File: config.mk
export PLATFORM = sky130hd
export DESIGN_NAME = shift_add_multiply
export DESIGN_NICKNAME = d
export VERILOG_FILES = /design/src/rtl/arith_pkg.sv /design/src/rtl/mul_datapath.sv /design/src/rtl/shift_add_multiply.sv
export SDC_FILE = /design/constraint.sdc
export NUM_CORES = 1
export LEC_CHECK = 0
export CAP_MARGIN = 20
export CORE_UTILIZATION = 54
export DETAILED_ROUTE_END_ITERATION = 12
export GPL_ROUTABILITY_DRIVEN = 0
export PLACE_DENSITY = 0.81
export SLEW_MARGIN = 20
export SYNTH_ARGS = -nofsm -noshare
export SYNTH_HDL_FRONTEND = slang
export SYNTH_SLANG_ARGS = --single-unit
File: constraint.sdc
create_clock -name clk -period 3 [get_ports clk]
set_input_delay 0.3 -clock clk [delete_from_list [all_inputs] [get_ports clk]]
set_output_delay 0.3 -clock clk [all_outputs]
set_load 0.02 [all_outputs]
File: src/rtl/arith_pkg.sv
// Shared definitions for the datapath arithmetic unit (multiplier and divider).
//   arith_state_e : three-state sequencing used by both iterative units
//   ARITH_WIDTH   : default operand width
package arith_pkg;

    typedef enum logic [1:0] {
        ST_IDLE = 2'd0,
        ST_BUSY = 2'd1,
        ST_DONE = 2'd2
    } arith_state_e;

    localparam int unsigned ARITH_WIDTH = 4;

endpackage

File: src/rtl/mul_datapath.sv
// Shift-and-add multiplier datapath: accumulator, multiplicand (left shift),
// multiplier (right shift) and the conditional adder.
// Optional MUL_SIGNED_EN: operands are two's complement; their magnitudes are
// multiplied and the sign is applied when the result is written.
// Ports:
//   clk, rst   clock, asynchronous active-high reset
//   load       capture a/b, clear accumulator
//   step       perform one add/shift iteration
//   finish     last iteration: write final accumulator into result
//   a, b       operands (WIDTH bits)
//   result     product (2*WIDTH bits), held between finishes
module mul_datapath
    import arith_pkg::*;
#(
    parameter int unsigned WIDTH = ARITH_WIDTH
) (
    input  logic               clk,
    input  logic               rst,
    input  logic               load,
    input  logic               step,
    input  logic               finish,
    input  logic [WIDTH-1:0]   a,
    input  logic [WIDTH-1:0]   b,
    output logic [2*WIDTH-1:0] result
);

    logic [2*WIDTH-1:0] mcand_q, mcand_d;
    logic [WIDTH-1:0]   mplier_q, mplier_d;
    logic [2*WIDTH-1:0] acc_q, acc_d;
    logic [2*WIDTH-1:0] result_q, result_d;
    logic [2*WIDTH-1:0] acc_sum;
    logic [2*WIDTH-1:0] final_val;
    logic [WIDTH-1:0]   a_in, b_in;

`ifdef MUL_SIGNED_EN
    localparam logic [WIDTH-1:0]   ONE_W = 1;
    localparam logic [2*WIDTH-1:0] ONE_P = 1;
    logic sign_q, sign_d;

    // Magnitude of the most-negative value wraps to 2^(WIDTH-1), which is
    // still correct when read as unsigned.
    assign a_in      = a[WIDTH-1] ? (~a + ONE_W) : a;
    assign b_in      = b[WIDTH-1] ? (~b + ONE_W) : b;
    assign final_val = sign_q ? (~acc_sum + ONE_P) : acc_sum;
`else
    assign a_in      = a;
    assign b_in      = b;
    assign final_val = acc_sum;
`endif

    assign acc_sum = acc_q + (mplier_q[0] ? mcand_q : '0);

    always_comb begin
        mcand_d  = mcand_q;
        mplier_d = mplier_q;
        acc_d    = acc_q;
        result_d = result_q;
`ifdef MUL_SIGNED_EN
        sign_d   = sign_q;
`endif
        if (load) begin
            mcand_d  = {{WIDTH{1'b0}}, a_in};
            mplier_d = b_in;
            acc_d    = '0;
`ifdef MUL_SIGNED_EN
            sign_d   = a[WIDTH-1] ^ b[WIDTH-1];
`endif
        end else if (step) begin
            acc_d    = acc_sum;
            mcand_d  = mcand_q << 1;
            mplier_d = mplier_q >> 1;
            if (finish) begin
                result_d = final_val;
            end
        end
    end

    always_ff @(posedge clk or posedge rst) begin
        if (rst) begin
            mcand_q  <= '0;
            mplier_q <= '0;
            acc_q    <= '0;
            result_q <= '0;
`ifdef MUL_SIGNED_EN
            sign_q   <= 1'b0;
`endif
        end else begin
            mcand_q  <= mcand_d;
            mplier_q <= mplier_d;
            acc_q    <= acc_d;
            result_q <= result_d;
`ifdef MUL_SIGNED_EN
            sign_q   <= sign_d;
`endif
        end
    end

    assign result = result_q;

endmodule

File: src/rtl/shift_add_multiply.sv
// Sequential shift-and-add multiplier with start/done handshake.
// Product of two WIDTH-bit operands after WIDTH cycles; one op per WIDTH+1
// cycles, back-to-back accept allowed from the DONE state.
// Optional macro MUL_SIGNED_EN selects two's-complement operands.
// Ports:
//   clk     rising-edge clock
//   rst     asynchronous active-high reset
//   start   request; sampled only in IDLE or DONE
//   A, B    multiplicand / multiplier, captured on the accepting edge
//   busy    high while iterating
//   done    one-cycle pulse, result valid
//   result  2*WIDTH-bit product, held until the next completion
module shift_add_multiply
    import arith_pkg::*;
#(
    parameter int unsigned WIDTH = ARITH_WIDTH
) (
    input  logic               clk,
    input  logic               rst,
    input  logic               start,
    input  logic [WIDTH-1:0]   A,
    input  logic [WIDTH-1:0]   B,
    output logic               busy,
    output logic               done,
    output logic [2*WIDTH-1:0] result
);

    localparam int unsigned      CW      = $clog2(WIDTH + 1);
    localparam logic [CW-1:0]    CNT_ONE = 1;
    localparam logic [CW-1:0]    LAST    = CW'(WIDTH - 1);

    arith_state_e  state_q, state_d;
    logic [CW-1:0] count_q, count_d;
    logic          busy_q, busy_d;
    logic          done_q, done_d;
    logic          load, step, finish;

    always_comb begin
        state_d = state_q;
        count_d = count_q;
        busy_d  = busy_q;
        done_d  = 1'b0;
        load    = 1'b0;
        step    = 1'b0;
        finish  = 1'b0;
        case (state_q)
            ST_IDLE, ST_DONE: begin
                if (start) begin
                    load    = 1'b1;
                    count_d = '0;
                    busy_d  = 1'b1;
                    state_d = ST_BUSY;
                end else begin
                    busy_d  = 1'b0;
                    state_d = ST_IDLE;
                end
            end
            ST_BUSY: begin
                step    = 1'b1;
                count_d = count_q + CNT_ONE;
                // Final iteration: the datapath writes the result on this edge.
                if (count_q == LAST) begin
                    finish  = 1'b1;
                    busy_d  = 1'b0;
                    done_d  = 1'b1;
                    state_d = ST_DONE;
                end
            end
            default: begin
                busy_d  = 1'b0;
                state_d = ST_IDLE;
            end
        endcase
    end

    always_ff @(posedge clk or posedge rst) begin
        if (rst) begin
            state_q <= ST_IDLE;
            count_q <= '0;
            busy_q  <= 1'b0;
            done_q  <= 1'b0;
        end else begin
            state_q <= state_d;
            count_q <= count_d;
            busy_q  <= busy_d;
            done_q  <= done_d;
        end
    end

    mul_datapath #(
        .WIDTH(WIDTH)
    ) u_datapath (
        .clk    (clk),
        .rst    (rst),
        .load   (load),
        .step   (step),
        .finish (finish),
        .a      (A),
        .b      (B),
        .result (result)
    );

    assign busy = busy_q;
    assign done = done_q;

endmodule

After elaboration in Yosys (flattened, before gate mapping)
Index checks and enable logic that the tools add are counted.

Add/subtract/negate cells: 2. Multiply operators: 0. Div/mod/pow operators: 0. Magnitude comparators: 0. Equal/unequal tests: 5. Shifts and indexed selects: 0. Muxes and demuxes: 19. Bitwise operators: 1. Reduce and logical (&&, ||, !) cells: 6.

Operator list (count): 8-bit two-way mux (5); 8-bit adder (1); 4-bit two-way mux (2); 1-bit two-way mux (7); 3-bit one-hot mux with 2 select lines (1); 2-bit inequality test, second input constant (2); 2-bit one-hot mux with 2 select lines (1); 2-bit nonzero test (2); 3-bit by 1-bit adder with 3-bit output, second input constant (1); 3-bit by 2-bit == test with 1-bit output, second input constant (1); 3-bit two-way mux (1); 3-bit AND reduction (1); 2-bit by 1-bit == test with 1-bit output, second input constant (1); 2-bit == test, second input constant (1); 2-bit zero test (1); 2-bit two-way mux (1); 1-bit one-hot mux with 2 select lines (1); 2-bit AND reduction (1); 2-bit OR reduction (1); 1-bit NOT (1).

Bits in registers: 35. Bits in latches: 0. RAM bits: 0. ROM bits: 0. Input port bits: 11. Output and inout port bits: 10. Logic and storage cells: 41. Memories kept: 0.

Logic depth before layout (Yosys ltp)
Depth in word-level cells: 5. Depth in mapped cells: 10. Depth with buffers taken out: 9.

Modules after synthesis
A second synthesis with hierarchy kept.

Cell total of the unflattened synthesis: 176. Area total of the unflattened synthesis: 1850.5 µm².

By module, submodules not included: mul_datapath (times used 1, cells each 148, area each 1529.0 µm²); shift_add_multiply (times used 1, cells each 28, area each 321.6 µm²).

Least setup slack after synthesis
No wires, ideal clock.

Path type: reg-to-reg. Start point: register u_datapath.mplier_q[0]. End point: register u_datapath.result_q[7], in the netlist u_datapath.result[7]. Setup time: 0.125 ns. Arrival: 1.968 ns. Path slack: 0.908 ns. Cell stages (with the launch flop): 10. Buffers on the path: 1. Cells stage by stage: dfrtp_1 clkbuf_1 nand2_1 inv_1 ha_1 a211oi_1 o211ai_1 nand2_1 xor3_1 mux2_2.

Cells in the longest elaborated chain, start to end: 2.

Ends and longest elaborated chain: start: declaration (line mul_datapath.sv:28) `logic [WIDTH-1:0] mplier_q, mplier_d;`; start signal: assignment (line mul_datapath.sv:89) `mplier_q <= mplier_d;`; 8-bit two-way mux (line mul_datapath.sv:51) `assign acc_sum = acc_q + (mplier_q[0] ? mcand_q : '0);`; 8-bit adder (line mul_datapath.sv:51); end signal: assignment (line mul_datapath.sv:91) `result_q <= result_d;`; end: declaration (line mul_datapath.sv:30) `logic [2*WIDTH-1:0] result_q, result_d;`.

Every way passes these cells. A chain may end at the register's enable or synchronous reset.

Worst setup path in the final report
Start point: register u_datapath.mplier_q[0]. End point: register u_datapath.result_q[4], in the netlist u_datapath.result[4].

Same word-level chain as after synthesis.

==> flow_summary.ini <==
[status]
outcome = finished with violations
violations = DRC

[floorplanning]
dieWidth_um = 57.8
fp.dieH_um = 57.8
ios = 21
row_count = 19
initial_utilization_pct = 58.9
die_area_mm2 = 0.00334
core_area_mm2 = 0.00285

[setup_path]
critPathCaptureType = flop
rr_startpoint = u_datapath.mplier_q[0]
worst-setup-path-type = reg -> reg
r2r_setup_slack_ns = 0.76
path_max_fanout = 10
crit_arrival_ns = 2.44
start_kind = flop
rr_worst_depth = 9
reg2reg_to = u_datapath.result[4]
cp.required_ns = 3.20

[place]
place_area_mm2 = 0.00191
dpl.hpwl_um = 2500
dp_cells = 216
io_buffers = 20

[cells_and_area]
drive_above_1_share_pct = 6.22
fin_cells = 224
mostFrequentLayoutCells = dfrtp_1 (34), clkdlybuf4s50_1 (20), nand2_1 (18)
multi_input_area_um2 = 766
fill_cells = 219
syn_to_final_growth_pct = 17.4
diodes = 0
fin_util_pct = 69.1
layout.nets = 213
layout_commonest_cell = dfrtp_1
regArea_um2 = 851
design_area_mm2 = 0.00197

[route]
highest_layer = met4
post-route-drc-count = 1
routed_wirelength_um = 3380
ant_nets = 0
met2_length_um = 1680
dr.pass1.iters = 8
vias = 1315
wl_met3_um = 144
avgRoutedWirePerCell_um = 15.1
vias_per_cell = 5.87
wl_met1_um = 1440
drt_iter0_markers = 80

[grt]
overflow = 0
track_usage_pct = 23.7
grt_pass1_wl_um = 5820
antenna_found_initial = 0
grt_max_degree = 35
grt_pass1_vias = 1293

[cts]
clkSlewWorstSetupHoldPaths_ns = 0.10
cts-root-buf = clkbuf_4
post-cts-setup-buffers = 0
clock_sinks = 34
cts_max_path_buffers = 2
clk_latency_ns = 0.34
cts_htree_levels = 2
post_cts_resized = 0
numCtsBuffers = 5
cts_tree = yes
hold_buffers = 0

[synthesis]
syn_area_mm2 = 0.00168
synthCells = 169
syn-num-nets = 190
ys_types = 27
postSynthAreaPerCell_um2 = 9.94
yosysSeqAreaShare_pct = 50.7
yosys_warnings = 0
ys_seq_elements = 34

[timing]
hold_viol_final = 0
holdWs_ns = 0.335
finalCritPeriodShare_pct = 74.6
tns_ns = 0
max_freq_mhz = 447
period_needed_ns = 2.24
clock_skew_ns = 0.00808
relSlewSlack_pct = 55.5
grt_setup_unrepaired = false
finalSetupViolations = 0
tightestPinTransition_ns = 0.667
finalMaxSlewViolations = 0

[power_and_ir_drop]
power.share.clock_pct = 11.5
max-vdd-ir-drop_uv = 749
power.switching_mw = 0.966
p_seq_share_pct = 35.5
power-per-cell-area_mw_per_mm2 = 1160
p_int_mw = 1.32
p_comb_share_pct = 53.0
power.leakage_nw = 0.938
p_sw_share_pct = 42.2

[hold_path]
hp-class = in -> async

[flow_run]
drv_cap = 0
[worst max path at each step]
stage                                start  cells after the start              endpoint
global route        u_datapath.mplier_q[0]                      9  u_datapath.result[4]
detailed placement  u_datapath.mplier_q[0]                      9   u_datapath.acc_q[4]
finish              u_datapath.mplier_q[0]                      9  u_datapath.result[4]
CTS                 u_datapath.mplier_q[0]                      9   u_datapath.acc_q[4]
global placement    u_datapath.mplier_q[0]                      8  u_datapath.result[7]
floorplan           u_datapath.mplier_q[0]                      9  u_datapath.result[7]
[kinds of logic after synthesis]
kind of cell | Yosys count | synth area share (%)
compound gates | 42 | 15.7
xor+xnor | 4 | 2.98
fa+ha+maj | 10 | 7.90
buf+inv | 16 | 3.73
flops | 34 | 50.7
mux | 4 | 2.53
simple gates | 59 | 16.5
[power by group through the flow]
stage,Combinational [mW],Sequential (mW),Clock [mW]
detailed placement,1.21,0.819,0
global placement,1.16,0.808,0
finish,1.21,0.813,0.263
global route,1.35,0.841,0.287
floorplan,0.813,0.847,0
CTS,1.21,0.811,0.268
[sequential cells by signal, indices dropped and copies added, names as in the netlist]
signal	count
u_datapath.acc_q	8
u_datapath.mcand_q	8
u_datapath.result	8
u_datapath.mplier_q	4
count_q	3
busy	1
done	1
state_q	1
[per-stage QoR]
stage               setup slack (ns)  power [mW]
floorplan                      0.908        1.66
global placement               0.894        1.96
detailed placement             0.818        2.03
CTS                            0.784        2.29
global route                   0.488        2.48
finish                         0.761        2.29
[metal layers]
| layer | global-route usage [%] | vias up |
|---|---|---|
| met5 | 0 | - |
| met4 | 10.9 | 0 |
| met3 | 6.70 | 15 |
| met2 | 39.9 | 38 |
| met1 | 28.3 | 625 |
| li1 | - | 637 |
[cell usage after synthesis]
master	number	share of area (%)
inv_1	9	2.0
nor3_1	2	0.60
ha_1	9	6.7
nor2b_1	4	1.5
a221oi_1	1	0.52
or4_1	2	0.89
xor2_1	3	1.6
mux2i_1	2	1.2
o211ai_1	1	0.45
buf_2	2	0.60
fa_1	1	1.2
nand2_1	18	4.0
and2_1	7	2.6
nand3_1	4	1.2
mux2_2	2	1.3
a21oi_1	4	1.2
a22o_1	8	4.2
dfrtp_1	34	51
o21ai_0	15	4.5
nor2_1	17	3.8
nand2b_1	5	1.9
a21o_1	1	0.45
a211oi_1	2	0.89
o21ai_1	2	0.60
xor3_1	1	1.4
clkbuf_1	5	1.1
o22ai_1	8	3.0
[cell type report]
class                           instances  area share, %
Clock buffer                            7           2.79
Clock inverter                          1          0.254
Inverter                                9           1.71
Multi-Input combinational cell        119           38.8
Sequential cell                        34           43.1
Tap cell                               31           1.97
Timing Repair Buffer                   23           11.3
[worst max-delay path, cell delays in order, from the launching register on]
cell and delay, ns:
dfrtp_1 0.49, and2_1 0.18, ha_1 0.19, inv_1 0.06
fa_1 0.42, nor2b_1 0.14, o21ai_1 0.09, a21oi_1 0.28
nand2b_1 0.16, o21ai_0 0.08
Note: power is estimated with default switching activity, not from simulation.
